[src/rtl/regfile_pkg.sv]
// Shared definitions for the register file and its scoreboard.
package regfile_pkg;

    localparam int DEF_DATA_W = 32;
    localparam int DEF_ADDR_W = 5;

    // Index of the register that can be hard-wired to zero.
    localparam int ZERO_IDX = 0;

    typedef logic [DEF_ADDR_W-1:0] reg_idx_t;
    typedef logic [DEF_DATA_W-1:0] reg_data_t;

endpackage

[src/rtl/rf_scoreboard.sv]
// Busy-bit scoreboard: tracks pending writes, derives iss_ready, counts pending registers.
// Optional feature: REGFILE_BYPASS_EN masks a hazard when its writeback lands this cycle.
module rf_scoreboard
    import regfile_pkg::*;
#(
    parameter int ADDR_W   = DEF_ADDR_W,
    parameter bit ZERO_REG = 1'b1
) (
    input  logic                  clk,
    input  logic                  rst_n,
    input  logic                  iss_valid,
    input  logic [ADDR_W-1:0]     iss_dst,
    input  logic [ADDR_W-1:0]     iss_src_a,
    input  logic [ADDR_W-1:0]     iss_src_b,
    output logic                  iss_ready,
    input  logic                  wr_en,
    input  logic [ADDR_W-1:0]     wr_addr,
    output logic [(1<<ADDR_W)-1:0] busy,
    output logic [ADDR_W:0]       pend_cnt
);

    localparam int NREGS = 1 << ADDR_W;

    logic [NREGS-1:0] hazard;
    logic [NREGS-1:0] busy_nxt;
    logic             do_set;
    logic             same_idx;
    logic             cnt_inc;
    logic             cnt_dec;

    // Per-register hazard: busy, except the zero register and (with bypass) a register written now.
    always_comb begin
        for (int r = 0; r < NREGS; r++) begin
            hazard[r] = busy[r];
            if (ZERO_REG && r == ZERO_IDX) hazard[r] = 1'b0;
`ifdef REGFILE_BYPASS_EN
            if (wr_en && wr_addr == ADDR_W'(r)) hazard[r] = 1'b0;
`endif
        end
    end

    assign iss_ready = !(hazard[iss_src_a] | hazard[iss_src_b] | hazard[iss_dst]);

    // Issue claims the destination unless it is the hard-wired zero register.
    assign do_set   = iss_valid & iss_ready &
                      !(ZERO_REG && iss_dst == ADDR_W'(ZERO_IDX));
    assign same_idx = do_set & wr_en & (iss_dst == wr_addr);

    // Count only real bit transitions so pend_cnt always equals popcount(busy);
    // a same-index set/release leaves an already-busy bit set and counts as net 0.
    assign cnt_inc  = do_set & !busy[iss_dst];
    assign cnt_dec  = wr_en & busy[wr_addr] & !same_idx;

    // Next busy vector: release first, then set, so the set wins on a collision.
    always_comb begin
        busy_nxt = busy;
        if (wr_en)  busy_nxt[wr_addr] = 1'b0;
        if (do_set) busy_nxt[iss_dst] = 1'b1;
    end

    // Busy bits and pending counter registers.
    always_ff @(posedge clk or negedge rst_n) begin
        if (!rst_n) begin
            busy     <= '0;
            pend_cnt <= '0;
        end else begin
            busy <= busy_nxt;
            if (cnt_inc && !cnt_dec)      pend_cnt <= pend_cnt + (ADDR_W+1)'(1);
            else if (!cnt_inc && cnt_dec) pend_cnt <= pend_cnt - (ADDR_W+1)'(1);
        end
    end

endmodule

[src/rtl/regfile_scoreboard.sv]
// 2-read/1-write register file with integrated busy-bit scoreboard.
// Optional feature: REGFILE_BYPASS_EN forwards same-cycle writeback data to the read ports.
module regfile_scoreboard
    import regfile_pkg::*;
#(
    parameter int DATA_W   = DEF_DATA_W,
    parameter int ADDR_W   = DEF_ADDR_W,
    parameter bit ZERO_REG = 1'b1
) (
    input  logic                   clk,
    input  logic                   rst_n,
    input  logic [ADDR_W-1:0]      rd_addr_a,
    input  logic [ADDR_W-1:0]      rd_addr_b,
    output logic [DATA_W-1:0]      rd_data_a,
    output logic [DATA_W-1:0]      rd_data_b,
    input  logic                   wr_en,
    input  logic [ADDR_W-1:0]      wr_addr,
    input  logic [DATA_W-1:0]      wr_data,
    input  logic                   iss_valid,
    input  logic [ADDR_W-1:0]      iss_dst,
    input  logic [ADDR_W-1:0]      iss_src_a,
    input  logic [ADDR_W-1:0]      iss_src_b,
    output logic                   iss_ready,
    output logic [(1<<ADDR_W)-1:0] busy,
    output logic [ADDR_W:0]        pend_cnt
);

    localparam int NREGS = 1 << ADDR_W;

    logic [DATA_W-1:0] regs [NREGS];
    logic              wr_zero;
    logic              rd_zero_a;
    logic              rd_zero_b;

    assign wr_zero   = ZERO_REG && wr_addr   == ADDR_W'(ZERO_IDX);
    assign rd_zero_a = ZERO_REG && rd_addr_a == ADDR_W'(ZERO_IDX);
    assign rd_zero_b = ZERO_REG && rd_addr_b == ADDR_W'(ZERO_IDX);

    // Data array: async clear, writeback writes except into the zero register.
    always_ff @(posedge clk or negedge rst_n) begin
        if (!rst_n) begin
            for (int r = 0; r < NREGS; r++) regs[r] <= '0;
        end else if (wr_en && !wr_zero) begin
            regs[wr_addr] <= wr_data;
        end
    end

    // Read port A: zero register, optional writeback forward, else stored value.
    always_comb begin
        rd_data_a = regs[rd_addr_a];
`ifdef REGFILE_BYPASS_EN
        if (wr_en && wr_addr == rd_addr_a) rd_data_a = wr_data;
`endif
        if (rd_zero_a) rd_data_a = '0;
    end

    // Read port B: same selection as port A.
    always_comb begin
        rd_data_b = regs[rd_addr_b];
`ifdef REGFILE_BYPASS_EN
        if (wr_en && wr_addr == rd_addr_b) rd_data_b = wr_data;
`endif
        if (rd_zero_b) rd_data_b = '0;
    end

    rf_scoreboard #(
        .ADDR_W   (ADDR_W),
        .ZERO_REG (ZERO_REG)
    ) u_sb (
        .clk       (clk),
        .rst_n     (rst_n),
        .iss_valid (iss_valid),
        .iss_dst   (iss_dst),
        .iss_src_a (iss_src_a),
        .iss_src_b (iss_src_b),
        .iss_ready (iss_ready),
        .wr_en     (wr_en),
        .wr_addr   (wr_addr),
        .busy      (busy),
        .pend_cnt  (pend_cnt)
    );

endmodule

[config.mk]
export PLATFORM = sky130hd
export DESIGN_NAME = regfile_scoreboard
export DESIGN_NICKNAME = d
export VERILOG_FILES = /design/src/rtl/regfile_pkg.sv /design/src/rtl/rf_scoreboard.sv /design/src/rtl/regfile_scoreboard.sv
export SDC_FILE = /design/constraint.sdc
export NUM_CORES = 2
export LEC_CHECK = 0
export BUFFER_PORTS_ARGS = -buffer_cell sky130_fd_sc_hd__buf_2
export CAP_MARGIN = 20
export CORE_AREA = 2 2 441 443
export DETAILED_ROUTE_END_ITERATION = 10
export DIE_AREA = 0 0 443 445
export GPL_ROUTABILITY_DRIVEN = 0
export PLACE_DENSITY_LB_ADDON = 0.2
export SETUP_SLACK_MARGIN = 0.5
export SYNTH_ARGS = -nofsm -noshare
export SYNTH_HDL_FRONTEND = slang
export SYNTH_HIERARCHICAL = 1
export SYNTH_SLANG_ARGS = --single-unit
[constraint.sdc]
create_clock -name clk -period 4 [get_ports clk]
set_input_delay 1 -clock clk [delete_from_list [all_inputs] [get_ports clk]]
set_output_delay 1 -clock clk [all_outputs]
set_load 0.005 [all_outputs]
==> results.toml <==
[run_status]
status = "complete, no violations"

[clock_network]
clockBufferDepth = 3
cts_tree = "done"
root_buffer = "clkbuf_16"
numCtsBuffers = 118
holdBufCountCts = 0
htreeDepth = 3
worstSkewPairLatency_ns = 0.75
clock-sinks = 1062
path_clk_slew_ns = 0.07

[synth]
ys.flop_type = "dfrtp_1"
synth_edf_count = 0
netlist.area_leader.share_pct = 46.3
synthXorXnorAreaFrac_pct = 0.0763
yosys.area.top_type = "dfrtp_1"
synth.most_common_cell = "dfrtp_1"
synthSimpleGateAreaFrac_pct = 2.45
avgSynthCellArea_um2 = 14.6
synth-seq-area-share_pct = 46.3
synth_cell_types = 59
netlist_area_mm2 = 0.0574
synthCells = 3928
synthTopCellsByArea = "dfrtp_1 (46%), mux2_2 (21%), mux4_2 (19%), mux2i_1 (2.3%), clkbuf_1 (1.5%)"
synth_compound_area_share_pct = 5.65
synth_top_family_by_area = "multiplexers"
yosysWarnings = 6
synthAdderAreaFrac_pct = 0.144
synthMuxAreaShare_pct = 41.7
async_flop_share_pct = 100
synth.net_count = 4000
yosys-top-cells-count = "dfrtp_1 (1062), mux2_2 (1054), mux4_2 (473)"
ys_seq_elements = 1062

[detailed_routing]
via_count = 39800
wire_per_inst_um = 32.4
top_layer = "met5"
dr_wl_met2_um = 108000
finalWirelength_um = 227000
drt_iter0_drc = 3442
drt-pass1-iter-count = 9
wl_met1_um = 97800
wl_met3_um = 11200
drt.antenna.violating_nets = 0
drc_errors = 0
avgViaCountPerCell = 5.67

[global_routing]
grt_max_degree = 111
grt_pass1_vias = 41100
grt_usage_pct = 22.7
grt.overflow.total = 0
antenna_found_initial = 18
grt_pass1_wl_um = 322000

[pwr]
switchingPower_mw = 9.90
pwr-share-comb_pct = 24.2
internal_power_mw = 24.9
total_power_mw = 34.8
leakagePower_nw = 31.5
p_clk_share_pct = 34.0
power_density_mw_per_mm2 = 470
ir_drop_mv = 0.358
p_seq_share_pct = 41.8
swShare_pct = 28.4

[timing]
slew_headroom_pct = 25.9
fmax_mhz = 261
maxSlewViolCount = 0
finalSetupTns_ns = 0
timing.final.crit_share_pct = 95.9
worstMarginPinSlew_ns = 1.11
final.setup_skew_ns = 0.00621
post-route-min-period_ns = 3.84
setup_viol = 0
grt_setup_unrepaired = "true"
hold_ws_ns = 0.248
finalHoldViolations = 0

[job]
drv_cap = 0

[worst_setup_path]
worst_ep_arrival_time_ns = 2.84
crit_buf_inv = 8
start_kind = "input pin"
cpLargestDelayFamily = "buffers and inverters"
cp_slowest_cell = "a311oi_2"
end_kind = "output port"
crit_type = "in2out"
cp.required_ns = 3.00
path_max_fanout = 8
max_stage_delay_ns = 0.31
path_cells = "buf_16, buf_12, buf_8, buf_6, nor2b_4, buf_12, buf_16, a22oi_2, a311oi_2, buf_4, buf_6"

[placement]
hpwl_um = 131000
dp.cells = 6606
portBuffers = 168
dpl_cell_area_mm2 = 0.0645

[floorplanning]
initial_utilization_pct = 29.9
coreArea_mm2 = 0.192
die_w_um = 443
fp.dieArea_mm2 = 0.197
num_io_pins = 169
die_h_um = 445
num_rows = 161

[finish]
fin_nets = 4456
drive_gt1_share_pct = 63.7
n_fill_cell = 18000
multi_input_area_mm2 = 0.0309
area_growth_pct = 29.1
design_area_mm2 = 0.0741
regArea_mm2 = 0.0266
instances_no_fill = 7014

[hold_path]
hp-class = "in2async"
==> per-stage QoR <==
stage	utilization, %	setup WS, ns
final	38.6	0.164
after global routing	38.6	0.126
after CTS	37.9	0.182
after detailed placement	33.6	-0.372
after global placement	33.6	-0.348
after floorplan	-	0.185
==> placed cells by master, fill, tap and decap left out, types with 24 or more instances in the layout <==
cell,instances
a211oi_2,41
a221oi_2,30
a22oi_2,46
a311oi_2,40
buf_12,138
buf_16,62
buf_2,113
buf_4,376
buf_6,72
clkbuf_1,29
clkbuf_16,125
clkbuf_8,24
dfrtp_1,1046
mux2_2,1045
mux2i_1,131
mux4_2,473
nand2_1,81
nor2b_1,65
o21ai_0,54
o21ai_1,43
o21ai_2,55
o21ai_4,27
==> layer usage <==
metal  vias up  global-route usage [%]
li1      16200                       -
met1     21900                    30.8
met2      1250                    37.3
met3       406                    2.71
met4         2                    8.33
met5         -                       0
==> flip-flops by register name, summed over array words and instances (netlist names) <==
signal and cells:
u_sb/pend_cnt 6, u_sb/busy 32, regs 1024
==> timing repair <==
action,in CTS,in global routing
cloned,42,4
endpoints found under the hold margin,0,0
gates resized for setup,479,164
pin swaps,88,59
endpoints found under the setup margin,65,67
buffers inserted,91,47
==> power groups by stage <==
| stage | sequential (mW) | combinational (mW) | clock, mW |
|---|---|---|---|
| global placement | 14.6 | 7.23 | 0 |
| finish | 14.5 | 8.43 | 11.8 |
| CTS | 14.5 | 8.18 | 12.1 |
| global route | 14.8 | 8.97 | 12.5 |
| floorplan | 14.0 | 5.10 | 0 |
| detailed placement | 14.7 | 7.32 | 0 |
==> final timing paths <==
kind / startpoint / end / slack, ns / cells after the start
worst max-delay path: rd_addr_a[0] / rd_data_a[29] / 0.16 / 11
worst min-delay path: rst_n / regs[537]$_DFFE_PN0P_ / 0.25 / 1
worst max register to register: u_sb/busy[14]$_DFF_PN0_ / u_sb/pend_cnt[5]$_DFFE_PN0P_ / 0.61 / 16
worst min register to register: regs[1002]$_DFFE_PN0P_ / regs[1002]$_DFFE_PN0P_ / 0.39 / 0
max in group asynchronous: rst_n / regs[208]$_DFFE_PN0P_ / 2.66 / 2
min in group clk: regs[1002]$_DFFE_PN0P_ / regs[1002]$_DFFE_PN0P_ / 0.39 / 0
==> layout make-up <==
type | count | area share, %
antenna | 8 | 0.0270
clock buffer | 174 | 4.68
clock inverter | 42 | 0.906
inverter | 12 | 0.0945
multi-input combinational | 2404 | 41.7
sequential | 1062 | 35.9
tap | 2526 | 4.26
timing repair buffer | 786 | 12.5
==> logic make-up (layout without fill, tap and decap cells) <==
kind of cell | count (synthesis) | after routing
AOI/OAI and AO/OA | 459 | 459
adders and majority gates | 6 | 6
buffers and inverters | 462 | 1014
other | 0 | 8
muxes | 1669 | 1669
DFF | 1062 | 1062
xor gates and xnor gates | 5 | 5
and+or+nand+nor | 265 | 265
Power figures use the tool's default switching activity.
